File: src/rtl/arb_pkg.sv
// arb_pkg: shared arbiter state type, counter width and sizing helper
package arb_pkg;
  typedef enum logic {IDLE, GRANT} state_e;
  localparam int HOLD_W = 8;
  function automatic int clog2(input int v);
    int r = 0;
    while ((1 << r) < v) r++;
    return r < 1 ? 1 : r;
  endfunction
endpackage

File: src/rtl/rr_pick.sv
// rr_pick: masked rotating priority encoder, first candidate at or after start wins
module rr_pick #(
  parameter int N  = 4,
  parameter int IW = 2
) (
  input  logic [N-1:0]  req_i,
  input  logic [IW-1:0] start_i,
  input  logic [N-1:0]  excl_i,
  output logic [N-1:0]  win_o,
  output logic [IW-1:0] idx_o,
  output logic          found_o
);
  logic [N-1:0] cand;
  int j;
  assign cand = req_i & ~excl_i;
  // scan upward from start, wrapping past N-1 back to 0
  always_comb begin
    win_o = '0;
    idx_o = '0;
    found_o = 1'b0;
    j = 0;
    for (int k = 0; k < N; k++) begin
      j = int'(start_i) + k;
      j = j >= N ? j - N : j;
      if (!found_o && cand[j]) begin
        win_o[j] = 1'b1;
        idx_o = IW'(j);
        found_o = 1'b1;
      end
    end
  end
endmodule

File: src/rtl/rr_arbiter.sv
// rr_arbiter: N-requester round-robin/fixed-priority arbiter with registered one-hot grant and hold limit
module rr_arbiter
  import arb_pkg::*;
#(
  parameter int NREQ = 4,
  parameter int MODE_RR = 1,
  parameter int MAX_HOLD = 8,
  localparam int IDX_W = clog2(NREQ)
) (
  input  logic              clock,
  input  logic              reset,
  input  logic [NREQ-1:0]   req,
  output logic [NREQ-1:0]   gnt,
  output logic              gnt_valid,
  output logic [IDX_W-1:0]  gnt_id,
  output logic [HOLD_W-1:0] hold_cnt
);
  state_e state_q, state_d;
  logic [NREQ-1:0] gnt_q, gnt_d, win;
  logic vld_q, vld_d, held, others, hand_off, keep, found;
  logic [IDX_W-1:0] id_q, id_d, ptr_q, ptr_d, win_idx;
  logic [HOLD_W-1:0] hold_q, hold_d;
  assign held = |(req & gnt_q);
  assign others = |(req & ~gnt_q);
  assign hand_off = held && others && MAX_HOLD != 0 && int'(hold_q) >= MAX_HOLD;
  assign keep = state_q == GRANT && held && !hand_off;
  rr_pick #(.N(NREQ), .IW(IDX_W)) u_pick (
    .req_i(req),
    .start_i(MODE_RR != 0 ? ptr_q : '0),
    .excl_i(hand_off ? gnt_q : '0),
    .win_o(win),
    .idx_o(win_idx),
    .found_o(found)
  );
  // keep the holder, hand to the next winner with no bubble, or fall back to idle
  always_comb begin
    state_d = state_q;
    gnt_d = gnt_q;
    vld_d = vld_q;
    id_d = id_q;
    hold_d = hold_q;
    ptr_d = ptr_q;
    if (keep) hold_d = hold_q == '1 ? hold_q : hold_q + 1'b1;
    else if (found) begin
      state_d = GRANT;
      gnt_d = win;
      vld_d = 1'b1;
      id_d = win_idx;
      hold_d = HOLD_W'(1);
      ptr_d = MODE_RR == 0 ? '0 : win_idx == IDX_W'(NREQ - 1) ? '0 : win_idx + 1'b1;
    end else begin
      state_d = IDLE;
      gnt_d = '0;
      vld_d = 1'b0;
      id_d = '0;
      hold_d = '0;
    end
  end
  // grant state register, reset wins over any grant in progress
  always_ff @(posedge clock) begin
    if (reset) begin
      state_q <= IDLE;
      gnt_q <= '0;
      vld_q <= 1'b0;
      id_q <= '0;
      hold_q <= '0;
      ptr_q <= '0;
    end else begin
      state_q <= state_d;
      gnt_q <= gnt_d;
      vld_q <= vld_d;
      id_q <= id_d;
      hold_q <= hold_d;
      ptr_q <= ptr_d;
    end
  end
  assign gnt = gnt_q;
  assign gnt_valid = vld_q;
  assign gnt_id = id_q;
  assign hold_cnt = hold_q;
endmodule
File: config.mk
export PLATFORM = sky130hd
export DESIGN_NAME = rr_arbiter
export DESIGN_NICKNAME = d
export VERILOG_FILES = /design/src/rtl/arb_pkg.sv /design/src/rtl/rr_pick.sv /design/src/rtl/rr_arbiter.sv
export SDC_FILE = /design/constraint.sdc
export NUM_CORES = 1
export LEC_CHECK = 0
export BUFFER_PORTS_ARGS = -buffer_cell sky130_fd_sc_hd__buf_2
export CAP_MARGIN = 20
export CORE_ASPECT_RATIO = 1.5
export CORE_MARGIN = 4
export CORE_UTILIZATION = 40
export CTS_BUF_LIST = sky130_fd_sc_hd__clkbuf_8
export DETAILED_ROUTE_END_ITERATION = 8
export GPL_ROUTABILITY_DRIVEN = 0
export GPL_TIMING_DRIVEN = 0
export PLACE_DENSITY_LB_ADDON = 0.12
export RECOVER_POWER = 25
export SETUP_SLACK_MARGIN = 0.2
export SKIP_CTS_REPAIR_TIMING = 1
export SYNTH_ARGS = -nofsm -noshare
export SYNTH_HDL_FRONTEND = slang
export SYNTH_SLANG_ARGS = --single-unit
export TNS_END_PERCENT = 100
File: constraint.sdc
create_clock -name clock -period 2.4 [get_ports clock]
set_input_delay 0.24 -clock clock [delete_from_list [all_inputs] [get_ports clock]]
set_output_delay 0.24 -clock clock [all_outputs]
set_load 0.01 [all_outputs]
# Word-level counts from Yosys, hierarchy flattened
# Index checks and enable logic that the tools add are counted.
# W data, S select, Z words.
[totals]
reg_bits = 17
input_bits = 6
output_inout_bits = 15
elab_cells = 101
[op_classes]
addsub = 9
n_lt_le_gt_ge = 13
n_eq_ne = 3
mux = 44
bitwise_logic = 9
n_reduce_logical = 18
[ops]
columns = ["op", "n"]
rows = [
  ["$ge A32 B1 Y1 const B", 4],
  ["$lt A32 B4 Y1 const B", 4],
  ["$mux W32", 4],
  ["$ge A32 B4 Y1 const B", 3],
  ["$sub A32 B4 Y32 const B", 3],
  ["$mux W4", 6],
  ["$mux W1", 18],
  ["$mux W8", 2],
  ["$and A4 B4 Y4", 3],
  ["$mux W2", 6],
  ["$or A4 B4 Y4", 3],
  ["$logic_and A1 B1 Y1", 11],
  ["$add A8 B1 Y8 const B", 1],
  ["$bmux W1 S2", 4],
  ["$demux W1 S2", 4],
  ["$eq A8 B8 Y1 const B", 1],
  ["$ge A8 B4 Y1 const B", 1],
  ["$not A4 Y4", 2],
  ["$reduce_or A4 Y1", 2],
  ["$add A2 B2 Y3 const B", 2],
  ["$logic_not A1 Y1", 4],
  ["$sub A2 B3 Y4 const B", 1],
  ["$add A2 B1 Y3 const B", 1],
  ["$ge A2 B3 Y1 const B", 1],
  ["5 further kinds", 5],
]

# Logic depth before layout (Yosys ltp)
# Gate-level depths: netlist of the first run.
[logic_depth]
ltp_word = 23
ltp_mapped = 10
mapped_depth_nobuf = 8

# Hierarchy
# Synthesis of the first run repeated with hierarchy kept, for this count alone.
[hier_totals]
hier_cells = 165
hier_area_um2 = 1462.7
[modules_own_cells]
columns = ["mod", "n_inst", "cells_per_inst", "area_per_inst_um2", "seq_area_each_um2"]
rows = [
  ["rr_arbiter", 1, 101, 930.9, 340.3],
  ["rr_pick", 1, 64, 531.8, 0.0],
]

# Worst setup path after synthesis of the first run
# Ideal clock, no wire load.
[synth_path]
path_type = "reg2reg"
from = "register ptr_q[1]"
to = "register ptr_q[1]"
setup_time_ps = 62
t_arrival_ps = 2571
required_time_ps = 2338
path_slack_ps = -233
path_stages_with_launch = 11
n_path_buf = 2
synth_period_minus_slack_ps = 2633
cell_sequence = "dfxtp_1 clkbuf_1 inv_2 ha_1 buf_2 inv_1 or4_1 a32o_1 a21o_1 or4_1 nand3_1"
[synth_via]
elab_chain_cells = 17
word_cells_on_any_way = 45
cone_classes = "add/sub (8); order compare (4); eq/ne (1); mux (25); reduce/logical (7)"
[synth_lines]
columns = ["element", "line", "text"]
rows = [
  ["from (decl)", "rr_arbiter.sv:21", "logic [IDX_W-1:0] id_q, id_d, ptr_q, ptr_d, win_idx;"],
  ["from (signal assigned)", "rr_arbiter.sv:74", "ptr_q <= ptr_d;"],
  ["branches (longest 17 deep; another with $sub A32 B4 Y32)", "--", ""],
]
# Parallel ways; which one is timed is not known. The select of a mux whose other input is x is not followed.
# A chain may end at the register's enable or synchronous reset.

# Worst setup path after layout of the first run
[layout_path]
from = "register hold_q[5] (netlist: hold_cnt[5])"
to = "register ptr_q[1]"
[layout_via]
elab_chain_cells = 20
word_cells_on_any_way = 38
cone_classes = "add/sub (1); order compare (1); eq/ne (1); mux (22); bitwise (3); reduce/logical (10)"
[layout_lines]
columns = ["element", "line", "text"]
rows = [
  ["from (decl)", "rr_arbiter.sv:22", "logic [HOLD_W-1:0] hold_q, hold_d;"],
  ["from (signal assigned)", "rr_arbiter.sv:73", "hold_q <= hold_d;"],
  ["$ge A8 B4 Y1 *", "rr_arbiter.sv:25", "assign hand_off = held && others && MAX_HOLD != 0 && int'(hold_q) >= MAX_HOLD;"],
  ["$logic_and A1 B1 Y1 *", "rr_arbiter.sv:25", ""],
  ["$mux W4", "rr_arbiter.sv:30", ".excl_i(hand_off ? gnt_q : '0),"],
  ["$not A4 Y4", "rr_pick.sv:15", "assign cand = req_i & ~excl_i;"],
  ["$and A4 B4 Y4", "rr_pick.sv:15", ""],
  ["$bmux W1 S2", "rr_pick.sv:25", "if (!found_o && cand[j]) begin"],
  ["$mux W1 (not written as such) (2 in series)", "rr_pick.sv:25", ""],
  ["$mux W1", "rr_pick.sv:25", ""],
  ["[... 3 more ...]", "--", ""],
  ["$logic_not A1 Y1", "rr_pick.sv:25", ""],
  ["$logic_and A1 B1 Y1", "rr_pick.sv:25", ""],
  ["$mux W1", "rr_pick.sv:25", ""],
  ["$logic_not A1 Y1", "rr_pick.sv:25", ""],
  ["$logic_and A1 B1 Y1", "rr_pick.sv:25", ""],
  ["$mux W2", "rr_pick.sv:25", ""],
  ["$add A2 B1 Y2 / $eq A2 B2 Y1 (equally long branches)", "rr_arbiter.sv:50", "ptr_d = MODE_RR == 0 ? '0 : win_idx == IDX_W'(NREQ - 1) ? '0 : win_idx + 1'b1;"],
  ["$mux W2", "rr_arbiter.sv:50", ""],
]
# Every way passes the cells marked *; elsewhere a longest branch is shown, timed or not. The select of a mux whose other input is x is not followed.

==> results_dict.tcl, run 1 <==
set metrics [dict create \
    outcome "finished with violations" \
    violations "setup timing" \
    synthesis.nets 198 \
    setup_ws_ps -163.4 \
    cts_htree_levels 1 \
    insertion_delay_ps 250 \
    nNetsFinal 239 \
    coreArea_um2 3448 \
    dpl_cell_area_um2 1629 \
    clk_pin_slew_ps 60 \
    ys_ff_latch 17 \
    grt-ovfl-total 0 \
    fin_worst_skew_ps 5.974 \
    dr.pass1.iters 4 \
    maxSlewHeadroom_pct 59.92 \
    crit_required_ps 2590 \
    path_delay_family "simple AND/OR/NAND/NOR gates" \
    finalCriticalPeriod_ps 2563 \
    dp_hpwl_um 3217 \
    start_util_pct 41.76 \
    antenna_found_initial 0 \
    grt_pass1_vias 1502 \
    finalSetupTns_ps -435.9 \
    endpoint "ptr_q[1]" \
    diodes 0 \
    drv_slew 0 \
    tightest_slew_ps 600.1 \
    slowest_stage "or4_4" \
    drcViolationCount 0 \
    cts_buffer_depth 2 \
    place_ws_ps -328.9 \
    worstSetupStartpoint "hold_cnt[5]" \
    syn_to_final_growth_pct 36.06 \
    r2r_slack_ps -160 \
    fin_crit_sh_pct 106.8 \
    rows 26 \
    grt_setup_unrepaired "true" \
    cts_tree "yes" \
    synthArstFlopShare_pct 0 \
    hold_start "reset" \
    crit_chain "or3_4 -> buf_6 -> or2_4 -> buf_8 -> a31oi_2 -> a21oi_1 -> a32o_2 -> or4_4 -> nand3_2" \
    root_buffer "clkbuf_8" \
    n_fill_cell 329 \
    leakage_uw 0.0008192 \
    grt_pass1_wl_um 6341 \
    setup_viol 6 \
    peakVddDrop_mv 0.4734 \
    fin_area_um2 1959 \
    track_usage_pct 17.16 \
    synth_cell_types 52 \
    cp-start-kind "flip-flop" \
    netlist_instances 182 \
    final_antenna_net_count 0 \
    worst-r2r-cell-count 9 \
    syn-mean-instance-area_um2 7.913 \
    wirelength_um 4245 \
    path_buf_inv 2 \
    cap_viol_max_count 0 \
    die_w_um 56.99 \
    synth_ff_type "dfxtp_1" \
    max_stage_delay_ps 480 \
    viasPerCell 6.087 \
    ys_warn_count 0 \
    hold_path.class "in2reg" \
    cts_buffers 3 \
    cp.depth 9 \
    worstReg2RegStart "hold_cnt[5]" \
    rr_endpoint "ptr_q[1]" \
    dieArea_um2 4644 \
    vias 1607 \
    synth_edf_count 0 \
    worstSetupEndpointType "flip-flop" \
    multi_input_area_um2 1127 \
    wire_per_inst_um 16.08 \
    cts.sinks 17 \
    p_total_uw 1874 \
    finalHoldViolCount 0 \
    drive_gt1_share_pct 37.39 \
    io_pins 21 \
    die_h_um 81.49 \
    power_density_nw_per_um2 956.6 \
    synth_area_um2 1440 \
    regArea_um2 371.6 \
    cp.arrival_ps 2750 \
    fmax_mhz 390.1 \
    grt_max_degree 11 \
    drtIter0Drc 72 \
    synth-seq-area-share_pct 23.63 \
    io_buffers 20 \
    path_class "reg2reg" \
    cp_max_fo 8 \
]
-- registers in the layout, summed over array words and instances, names as in the netlist --
signal	flops
hold_cnt	8
ptr_q	2
gnt_id	2
gnt_valid	1
gnt	4
-- cells in the mapped netlist, types with 4 or more instances --
cell type   n  area [um2]
o21ai_0     7       35.03
ha_1       10       125.1
and2_1      4       25.02
nand3_1     7       35.03
a21oi_1     8       40.04
a211oi_1    6       45.04
o211ai_1    7       52.55
nand2_1     9       33.78
inv_1      13       48.80
nor2b_1     4       25.02
nor2_1     11       41.29
a22oi_1     6       45.04
o221ai_1    4       35.03
nor4_1      5       31.28
o21ai_1     4       20.02
or3_1       4       25.02
dfxtp_1    17       340.3
and3_1      4       25.02
-- stage by stage --
step | hold slack, ps | cells | utilization (%)
finish | 258.7 | 264 | 56.82
global placement | 442.7 | 244 | 47.24
CTS | 240.8 | 248 | 48.55
detailed placement | 439.2 | 244 | 47.24
floorplan | 309.1 | 182 | -
global route | 262.5 | 264 | 56.82
-- area by class of cell --
cell class	instances	area share, %
repair buffers	36	10.98
plain buffers	7	3.959
multi-input cells	144	57.54
clock inverters	1	0.1916
clock buffers	3	2.107
well taps	42	2.682
flip-flops and latches	17	18.97
inverters	14	3.576
-- worst min-delay path by stage --
stage | to | slack (ps) | cells past startpoint
floorplan | gnt_valid | 310 | 1
global placement | gnt_id[0] | 440 | 2
detailed placement | gnt_id[0] | 440 | 2
CTS | gnt_id[1] | 240 | 2
global route | ptr_q[0] | 260 | 2
finish | ptr_q[0] | 260 | 2
-- cells in the final DEF (no fill, tap or decap), drive strengths merged, types with 2 or more instances in the layout --
master / instances
or3: 4
nor2: 11
o21ai: 11
and3: 4
inv: 15
xor2: 3
dfxtp: 17
a211oi: 6
a32o: 2
mux2i: 2
and2: 4
a21o: 2
a31o: 2
nand2b: 2
a22o: 2
a31oi: 4
a22oi: 6
nand3: 7
a21oi: 8
ha: 10
o221ai: 4
or2: 4
nand4: 2
nor2b: 5
buf: 38
nand2: 9
a311oi: 2
clkbuf: 8
nor4: 5
or4: 3
o211ai: 7
-- worst reg2reg max path, delay by kind of cell, from the launching register on --
kind	cells	cell delay (ps)
AND/OR/NAND/NOR	4	1190
AO/OA/AOI/OAI	3	690
flip-flops	1	330
buffers and inverters	2	280
-- report_power, final --
part	internal, uW	leakage, uW	switching [uW]
registers	368	0.000146	102
logic	558	0.000646	634
clock network	114	0.0000269	98.6
-- logic make-up after synthesis --
family,after synthesis,synth area share (%)
and+or+nand+nor,62,23.54
muxes,3,2.172
buffers and inverters,21,6.255
adders and majority gates,10,8.688
DFF,17,23.63
xor gates and xnor gates,4,2.433
AOI/OAI and AO/OA,65,33.28
-- layer usage --
metal / vias up / wire [um] / global-route usage [%] / share of wire, %
met5: - / 0 / 0 / 0
met4: 0 / 151 / 9.745 / 3.6
met3: 13 / 179 / 2.358 / 4.2
met2: 63 / 2348 / 34.78 / 55
met1: 762 / 1565 / 15.87 / 37
li1: 769 / - / - / -
Note: power is estimated with default switching activity, not from simulation.
==> inputs of run 2 (changes only) <==
RECOVER_POWER = default   (was 25)
==> run 2 against run 1 <==
The run still ends with setup timing left. Via count grew 0.31%. Final area increased by 0.26%. Core utilization increased by 0.15 points. Non-clock buffer count stayed put. Power is 0.32% higher. Clock power about the same. Cell count did not move. Sequential share of layout area barely moved. Combinational power hardly changed. Register-to-register slack barely moved. First-iteration DRC count down 2.8%. Critical endpoint unchanged.
==> results_dict.tcl, run 2 (same netlist as run 1, synthesis figures left out) <==
set metrics [dict create \
    dr.pass1.iters 4 \
    fin_crit_sh_pct 106.9 \
    nNetsFinal 239 \
    outcome "finished with violations" \
    hold-worst-slack_ps 258.7 \
    power_density_nw_per_um2 957.2 \
    dpl_cell_area_um2 1629 \
    grt_pass1_vias 1502 \
    finalCriticalPeriod_ps 2566 \
    io_pins 21 \
    setup_ws_ps -165.7 \
    grt-ovfl-total 0 \
    drtIter0Drc 70 \
    maxSlewHeadroom_pct 58.50 \
    dp_hpwl_um 3217 \
    regArea_um2 371.6 \
    die_h_um 81.49 \
    wire_per_inst_um 16.19 \
    place_ws_ps -328.9 \
    hold_path.class "in2reg" \
    fmax_mhz 389.8 \
    grt_pass1_wl_um 6341 \
    cts_htree_levels 1 \
    syn_to_final_growth_pct 36.40 \
    cts_tree "yes" \
    tightest_slew_ps 621.4 \
    finalHoldViolCount 0 \
    fin_worst_skew_ps 4.542 \
    rows 26 \
    largest_reg_flops 8 \
    grt_setup_unrepaired "true" \
    crit_required_ps 2590 \
    cp_max_fo 8 \
    cp.arrival_ps 2750 \
    grt_max_degree 11 \
    violations "setup timing" \
    drv_slew 0 \
    clk_pin_slew_ps 60 \
    track_usage_pct 17.16 \
    place_inst 244 \
    cts_buffer_depth 2 \
    peakVddDrop_mv 0.4829 \
    fin_cells 264 \
    dieArea_um2 4644 \
    final_cell_mix "buf_2, buf_4, inv_1, nor2_1" \
    worstSetupEndpointType "flip-flop" \
    cts_buffers 3 \
    insertion_delay_ps 250 \
    viasPerCell 6.106 \
    cap_viol_max_count 0 \
    root_buffer "clkbuf_8" \
    start_util_pct 41.76 \
    die_w_um 56.99 \
    io_buffers 20 \
    coreArea_um2 3448 \
    cp-start-kind "flip-flop" \
    fin_area_um2 1964 \
    leakage_uw 0.0008340 \
    n_fill_cell 325 \
    diodes 0 \
    antenna_found_initial 0 \
    drive_gt1_share_pct 39.19 \
    final_common_cell "buf_2" \
    cts.sinks 17 \
    multi_input_area_um2 1127 \
    drcViolationCount 0 \
    path_class "reg2reg" \
    final_antenna_net_count 0 \
    setup_viol 6 \
    vias 1612 \
    wirelength_um 4273 \
]
run 2: area by class of cell:
class	instances	area share [%]
buffer	7	3.949
clock buffer	3	2.102
clock inverter	1	0.1911
inverter	14	3.567
multi-input combinational	144	57.39
sequential	17	18.92
tap	42	2.675
timing repair buffer	36	11.21
run 2: final timing paths:
path                     from         to  slack (ps)  cells past startpoint
hold / removal          reset   ptr_q[0]         260                      2
setup / recovery  hold_cnt[5]   ptr_q[1]        -170                      9
hold reg to reg     gnt_id[0]  gnt_id[0]         450                      2
setup reg to reg  hold_cnt[5]   ptr_q[1]        -170                      9
run 2: where the power goes:
group          internal, uW  switching [uW]  total (uW)
combinational           562             637        1200
clock                   114            97.0         211
sequential              368             103         470
run 2: critical path, cell delays in order (launching register included):
cell	delay, ps
dfxtp_2	330
or3_4	380
buf_6	140
or2_4	250
buf_8	140
a31oi_2	270
a21oi_1	110
a32o_2	310
or4_4	480
nand3_2	80
run 2: through the flow:
stage	total power (uW)	util [%]	setup TNS [ps]
global route	2015	56.97	-948.1
finish	1880	56.97	-459.8
floorplan	1067	-	-34.79
global placement	1293	47.24	-1561
detailed placement	1310	47.24	-1738
CTS	1527	48.55	-1867
run 2: routing by layer:
metal,GRT usage [%],wire length (um),up-vias
met1,15.87,1581,767
met4,9.745,168,0
met3,2.358,169,16
li1,-,-,767
met2,34.78,2353,62
met5,0,0,-
